<file path="src/rtl/shift_seq_pkg.sv">
// Shared types and constants for the multi-cycle shift sequencer.
package shift_pkg;

    localparam int unsigned WIDTH   = 32;
    localparam int unsigned SHAMT_W = 5;

    typedef enum logic [1:0] {
        OP_SLL = 2'b00,
        OP_SRL = 2'b01,
        OP_SRA = 2'b10,
        OP_RSV = 2'b11
    } shift_op_t;

    typedef enum logic [1:0] {
        IDLE  = 2'b00,
        SHIFT = 2'b01,
        FIN   = 2'b10
    } shift_state_t;

    typedef struct packed {
        shift_op_t            op;
        logic [SHAMT_W-1:0]   shamt;
        logic [WIDTH-1:0]     din;
    } shift_req_t;

endpackage

</file>
<file path="src/rtl/shift_seq_if.sv">
// Request/response bundle between control and the shift sequencer.
interface shift_seq_if;
    import shift_pkg::*;

    logic              start;
    shift_req_t        req;
    logic              busy;
    logic              done;
    logic [WIDTH-1:0]  dout;

    modport master (output start, req, input busy, done, dout);
    modport slave  (input start, req, output busy, done, dout);

endinterface

</file>
<file path="src/rtl/shift_seq_step.sv">
// One shift step of up to STEP bits with the fill selected by the op.
module shift_step
    import shift_pkg::*;
(
    input  logic [WIDTH-1:0]   acc_i,
    input  shift_op_t          op_i,
    input  logic [SHAMT_W-1:0] amt_i,
    output logic [WIDTH-1:0]   res_o_c
);

    // SRA fills with the current MSB, which never changes across steps.
    always_comb begin
        res_o_c = acc_i;
        case (op_i)
            OP_SLL:  res_o_c = acc_i << amt_i;
            OP_SRL:  res_o_c = acc_i >> amt_i;
            OP_SRA:  res_o_c = WIDTH'($signed(acc_i) >>> amt_i);
            default: res_o_c = acc_i;
        endcase
    end

endmodule

</file>
<file path="src/rtl/shift_seq.sv">
// Multi-cycle SLL/SRL/SRA sequencer: latches operands on start, shifts STEP
// bits per cycle, then presents a registered result with a one-cycle done.
module shift_seq
    import shift_pkg::*;
#(
    parameter int unsigned STEP = 1
) (
    input  logic        clk,
    input  logic        rst,
    shift_seq_if.slave  bus
);

    localparam logic [SHAMT_W-1:0] STEP_AMT = SHAMT_W'(STEP);

    shift_state_t        state_q, state_d;
    logic [WIDTH-1:0]    acc_q, acc_d;
    logic [SHAMT_W-1:0]  cnt_q, cnt_d;
    shift_op_t           op_q, op_d;
    logic [WIDTH-1:0]    dout_q, dout_d;
    logic                done_q, done_d;
    logic                busy_q, busy_d;

    logic [SHAMT_W-1:0]  step_amt_c;
    logic [WIDTH-1:0]    step_res_c;

    shift_step u_step (
        .acc_i   (acc_q),
        .op_i    (op_q),
        .amt_i   (step_amt_c),
        .res_o_c (step_res_c)
    );

    always_ff @(posedge clk) begin
        if (rst) begin
            state_q <= IDLE;
            acc_q   <= '0;
            cnt_q   <= '0;
            op_q    <= OP_SLL;
            dout_q  <= '0;
            done_q  <= 1'b0;
            busy_q  <= 1'b0;
        end else begin
            state_q <= state_d;
            acc_q   <= acc_d;
            cnt_q   <= cnt_d;
            op_q    <= op_d;
            dout_q  <= dout_d;
            done_q  <= done_d;
            busy_q  <= busy_d;
        end
    end

    // Final partial step uses the remaining count rather than STEP.
    always_comb begin
        state_d    = state_q;
        acc_d      = acc_q;
        cnt_d      = cnt_q;
        op_d       = op_q;
        dout_d     = dout_q;
        done_d     = 1'b0;
        step_amt_c = (cnt_q < STEP_AMT) ? cnt_q : STEP_AMT;

        case (state_q)
            IDLE: begin
                if (bus.start) begin
                    acc_d   = bus.req.din;
                    cnt_d   = bus.req.shamt;
                    op_d    = bus.req.op;
                    state_d = (bus.req.shamt != '0 && bus.req.op != OP_RSV) ? SHIFT : FIN;
                end
            end
            SHIFT: begin
                acc_d = step_res_c;
                cnt_d = cnt_q - step_amt_c;
                if (cnt_q == step_amt_c) begin
                    state_d = FIN;
                end
            end
            FIN: begin
                dout_d  = acc_q;
                done_d  = 1'b1;
                state_d = IDLE;
            end
            default: begin
                state_d = IDLE;
            end
        endcase

        busy_d = (state_d != IDLE);
    end

    assign bus.busy = busy_q;
    assign bus.done = done_q;
    assign bus.dout = dout_q;

endmodule

</file>
<file path="src/flat_wrapper.sv">
// flat-port wrapper written by rule: the top's interface ports become plain ports
module shift_seq_flat import shift_pkg::*;
#(
    parameter int unsigned STEP = 1
)
  (clk, rst, bus_start, bus_req, bus_busy, bus_done, bus_dout);
  shift_seq_if bus_i ();
  input  logic clk;
  input  logic rst;
  input wire logic [$bits(bus_i.start)-1:0] bus_start;
  input wire logic [$bits(bus_i.req)-1:0] bus_req;
  output wire logic [$bits(bus_i.busy)-1:0] bus_busy;
  output wire logic [$bits(bus_i.done)-1:0] bus_done;
  output wire logic [$bits(bus_i.dout)-1:0] bus_dout;
  assign bus_i.start = bus_start;
  assign bus_i.req = bus_req;
  assign bus_busy = bus_i.busy;
  assign bus_done = bus_i.done;
  assign bus_dout = bus_i.dout;
  shift_seq #(.STEP(STEP)) u_core (.clk(clk), .rst(rst), .bus(bus_i));
endmodule
</file>
<file path="config.mk">
export PLATFORM = sky130hd
export DESIGN_NAME = shift_seq_flat
export DESIGN_NICKNAME = d
export VERILOG_FILES = /design/src/rtl/shift_seq_pkg.sv /design/src/rtl/shift_seq_if.sv /design/src/rtl/shift_seq_step.sv /design/src/rtl/shift_seq.sv /design/src/flat_wrapper.sv
export SDC_FILE = /design/constraint.sdc
export NUM_CORES = 1
export LEC_CHECK = 0
export CAP_MARGIN = 20
export CELL_PAD_IN_SITES_DETAIL_PLACEMENT = 0
export CELL_PAD_IN_SITES_GLOBAL_PLACEMENT = 1
export CORE_MARGIN = 5
export CORE_UTILIZATION = 40
export DETAILED_ROUTE_END_ITERATION = 7
export PLACE_DENSITY_LB_ADDON = 0.1
export SLEW_MARGIN = 20
export SYNTH_ARGS = -nofsm -noshare
export SYNTH_HDL_FRONTEND = slang
export SYNTH_SLANG_ARGS = --single-unit
</file>
<file path="constraint.sdc">
create_clock -name clk -period 5.3 [get_ports clk]
set_input_delay 1.06 -clock clk [delete_from_list [all_inputs] [get_ports clk]]
set_output_delay 1.06 -clock clk [all_outputs]
set_load 0.02 [all_outputs]
</file>
After elaboration in Yosys (flattened, before gate mapping)

Index checks and enable logic that the tools add are counted.

Memories kept: 0
Word-level logic and storage cells: 40
Latch bits: 0
Memory bits (read-only): 0
Memory bits (writable): 0
Register bits after elaboration: 75
Input bits: 42
Output and inout port bits: 34

$lt $le $gt $ge: 1
Shift operators: 3
Reduce and logical (&&, ||, !) cells: 9
Equal/unequal tests: 8
Multiplexer cells: 11
Divide/modulo/power cells: 0
Bitwise logic cells: 0
$mul: 0
Add/sub/neg operators: 1

Operator list:

| operator           | count |
|---|---|
| $pmux 32 s3        | 1 |
| $pmux 32 s2        | 1 |
| $mux 32            | 1 |
| $shl 32x5->32      | 1 |
| $shr 32x5->32      | 1 |
| $sshr 32x5->32     | 1 |
| $mux 5             | 2 |
| $pmux 5 s2         | 1 |
| $mux 2             | 3 |
| $eq 5x5->1         | 1 |
| $lt 5x1->1 const B | 1 |
| $reduce_bool 5->1  | 1 |
| $sub 5x5->5        | 1 |
| $eq 2x1->1 const B | 2 |
| $eq 2x2->1 const B | 2 |
| $logic_not 2->1    | 2 |
| $ne 2x2->1 const B | 2 |
| $ne 4x4->1 const B | 1 |
| $pmux 2 s2         | 1 |
| $reduce_and 2->1   | 2 |
| $reduce_bool 2->1  | 2 |
| $reduce_and 3->1   | 1 |
| $logic_and 1x1->1  | 1 |
| $mux 1             | 1 |

Longest topological paths before layout

Depth in word-level cells: 6
Mapped depth: 10
Gate-level depth less buffers: 9

Cells and area by module

From an unflattened synthesis, not the netlist that was laid out.

Cells, all modules: 939
Area total of the unflattened synthesis: 7548.5 sq um

Modules (own cells, without submodules):

| module     | times used | cells each | seq. area each (sq um) | area each (sq um) |
|---|---|---|---|---|
| shift_step | 1          | 591        | 0.0                    | 4455.5 |
| shift_seq  | 1          | 348        | 1501.4                 | 3093.0 |

Worst setup path before layout

OpenSTA, ideal clock, no wires.

Path kind: input to register
Start: in bus_start
End: reg u_core.acc_q[10]
Path slack: 3.031 ns
Cell stages on the path: 7
Buffers on the path: 2
Required time: 5.226 ns
Library setup time: 0.074 ns
Arrival: 2.195 ns
Path through: nor2_1 > a211o_1 > buf_2 > a21oi_2 > clkbuf_1 > o21ai_0 > a31oi_1

Longest elaborated chain between the ends: 2

Ends and longest elaborated chain:

| what                              | line               | RTL |
|---|---|---|
| from (decl)                       | flat_wrapper.sv:10 | `input wire logic [$bits(bus_i.start)-1:0] bus_start;` |
| $ne 2x2->1 (no source line)       | n/a                |  |
| $reduce_and 3->1 (no source line) | n/a                |  |
| to (signal assigned)              | shift_seq.sv:36    | `acc_q <= '0;` |
| to (signal assigned)              | shift_seq.sv:44    | `acc_q <= acc_d;` |
| to (decl)                         | shift_seq.sv:16    | `logic [WIDTH-1:0] acc_q, acc_d;` |

No other way between the ends.
A chain may end at the register's enable or synchronous reset.

Worst setup path after layout

Start: in bus_start
End: reg u_core.acc_q[9]

The elaborated chain is that of the path after synthesis.

==> out/results.tsv <==
stage	metric	value	unit
synthesis	Seq/Total Area, Yosys	0.403	
sta	worst slew pin tran	1.05	ns
final_layout	commonest non-fill, non-tap cells in the layout	dfxtp_1 (75), clkdlybuf4s50_1 (74), nand2_1 (73)	
clock_tree	CTS sink cnt	75	
clock_tree	clock-pin transition on the worst setup and hold timing paths	0.08	ns
floorplan	die span in y	107	um
critical_path	R2R Path End	u_core.acc_q[8]	
synthesis	Synth area leader	dfxtp_1	
floorplan	IO Pins	76	
placement	PortBufs	75	
critical_path	crit path kind	in2reg	
global_route	largest net degree at the start of global routing	55	
floorplan	core area	9150	um^2
critical_path	critical path's largest stage delay	0.64	ns
pwr	peak supply drop	0.000173	V
detailed_routing	1st-iter DRT viols	208	
pwr	Cell Pwr Density	328	nW/um^2
floorplan	row count	35	
critical_path	Worst Setup Start Kind	primary input	
clock_tree	clk_lat worst skew	0.35	ns
sta	setup TNS	0	ns
clock_tree	clock tree buffer depth	2	
clock_tree	H-tree depth	3	
global_route	GRT Total Usage	0.177	
clock_tree	Resized Gates After CTS	0	
detailed_routing	Pre-antenna DRT Iters	4	
floorplan	DIE WIDTH	107	um
clock_tree	CTS Buf Count	9	
final_layout	nets@finish	587	
sta	count of pins over their slew limit	0	
critical_path	CP max-delay cell	a21oi_2	
critical_path	CP max FO	18	
critical_path	CP required	5.58	ns
critical_path	R2R depth	3	
global_route	vias in the first global route	3387	
final_layout	ratio of cells with drive above 1 in the final layout	0.0679	
synthesis	Post-Syn Instances	491	
synthesis	Mapped Area	3720	um^2
run_status	status	complete, no violations	
detailed_routing	vias per cell	5.41	
critical_path	critical path endpoint category	register	
placement	cell count after placement	639	
synthesis	Yosys warnings	0	
final_layout	Antenna diodes	0	
sta	Relative slew margins	0.295	
synthesis	Net Count, Synth	538	
global_route	initial antenna violation count	0	
final_layout	area grow syn2layout	26.4	%
clock_tree	postcts setup bufs	0	
synthesis	top-area cell type share of the netlist area	0.403	
sta	Hold Violations, Final	0	
critical_path	Crit Reg-Reg Startpoint	u_core.state_q[0]	
hold_path	WHS Path Cells	2	
final_layout	fillers	941	
critical_path	CP Launch Point	bus_start	
hold_path	hold crit path type	reg2reg	
detailed_routing	DRC	0	
global_route	first-pass GRT wire length	16500	um
floorplan	Initial Utilization	0.407	
synthesis	largest cells by area after synthesis	dfxtp_1 (40%), nand2_1 (7.4%), a21oi_1 (6.7%), nor2_1 (6.4%), o21ai_0 (5.1%)	
sta	Setup Viol. Count Final	0	
clock_tree	CTS Root Cell	clkbuf_8	
pwr	leak pwr	1.62	nW
global_route	Congestion Overflow GR	0	
critical_path	cells along the critical path	clkdlybuf4s50_1 > nor2_1 > a211o_1 > a21oi_2 > o21ai_0 > a31oi_1	
critical_path	R2R Setup Slk	2.53	ns
synthesis	synth unique cells	43	
floorplan	Die Footprint	11300	um^2
detailed_routing	Routed WL	9970	um
placement	DP HPWL	6570	um
sta	RSZ-0062 raised after global routing	false	
critical_path	worst path bufs/invs	1	
synthesis	syn avg cell area	7.59	um^2
detailed_routing	Post-DRT Antenna Nets	0	
sta	Final Cycle Share	0.559	
clock_tree	CTS tree	done	
sta	post-layout min period	2.96	ns
synthesis	Yosys reg bits	75	
detailed_routing	routed len/inst	15.2	um
hold_path	Hold Startpoint	u_core.bus.dout[10]	
placement	GPL Wtd Cong	0.794	
sta	Hold WS	0.454	ns
detailed_routing	via count	3549	
critical_path	CP delay by family, top	compound AO/OA/AOI/OAI gates	
clock_tree	hold buffer count at CTS	0	
sta	Fmax	338	MHz
sta	clk_skew	0.0167	ns
final_layout	most common cell after layout, fill and taps aside	dfxtp_1	
critical_path	worst endpoint data arrival time	3.24	ns
final_layout	Final Non-Filler Cells	656	
job	max_cap viols	0	
hold_path	WHS Endpoint	u_core.bus.dout[10]	
-- cell families after synthesis --
family | count (synthesis) | share of synthesized area
flops | 75 | 0.403
fa+ha+maj | 5 | 0.0168
mux | 12 | 0.0329
simple gates | 188 | 0.222
buf+inv | 48 | 0.0554
compound gates | 163 | 0.270
-- flip-flops by register name, indices dropped and copies added (netlist names) --
| register | cells |
|---|---|
| u_core.cnt_q | 5 |
| u_core.bus.dout | 32 |
| u_core.bus.done | 1 |
| u_core.bus.busy | 1 |
| u_core.op_q | 2 |
| u_core.state_q | 2 |
| u_core.acc_q | 32 |
-- cell usage after synthesis, drive strengths merged --
library cell and instances:
o21bai 15, nor4 2, nand4 1, mux2i 10, o41ai 1, or2 1
or3 1, nand2b 5, o31ai 1, and3 1, ha 5, o22ai 5
nand3b 1, a311oi 1, a31oi 17, mux2 2, a221oi 1, o21ai 40
clkbuf 30, inv 5, nor3b 2, a22oi 1, or4 1, or3b 1
a21o 1, nor2b 5, a211oi 24, buf 13, a21oi 51, dfxtp 75
or2b 1, nand2 73, nor2 65, nand3 1, nor3 27, a211o 5
-- per-stage QoR --
step	area [um^2]	total power [mW]	util	worst slack (ns)
floorplan	3720	0.953	-	3.03
CTS	4690	1.56	0.512	2.32
finish	4710	1.54	0.514	2.34
global placement	4460	1.05	0.487	2.04
detailed placement	4460	1.06	0.487	1.96
global route	4710	1.63	0.514	2.05
-- worst reg2reg max path, stage by stage, from the launching register on --
cell,delay [ns]
dfxtp_1,0.71
nand2b_1,0.70
nor2_1,1.04
a31oi_1,0.17
-- metal layers --
layer	track usage	share of wire	vias to the layer above
li1	-	-	1823
met1	0.219	0.45	1638
met2	0.307	0.49	79
met3	0.0334	0.046	9
met4	0.0612	0.016	0
met5	0	0	-
-- layout make-up --
type	count	area [um^2]	area share
Clock inverter	6	88.8	0.0189
Sequential cell	75	1500	0.319
Inverter	5	18.8	0.00399
Tap cell	111	139	0.0295
Multi-Input combinational cell	368	2020	0.429
Clock buffer	10	138	0.0292
Timing Repair Buffer	81	803	0.171
-- power breakdown --
part / internal (mW) / switching (mW) / leakage, nW
sequential: 0.614 / 0.0621 / 0.615
clock: 0.278 / 0.221 / 0.108
combinational: 0.154 / 0.214 / 0.895
-- worst max path at each step --
| stage | end | slack (ns) | cells past startpoint |
|---|---|---|---|
| 4_1_cts | u_core.acc_q[8] | 2.32 | 6 |
| 2_1_floorplan | u_core.acc_q[10] | 3.03 | 7 |
| 3_3_place_gp | u_core.acc_q[14] | 2.04 | 6 |
| 6_report | u_core.acc_q[9] | 2.34 | 6 |
| 5_1_grt | u_core.acc_q[9] | 2.05 | 6 |
| 3_5_place_dp | u_core.acc_q[8] | 1.96 | 6 |
No activity file was read; power rests on OpenSTA's default activity.
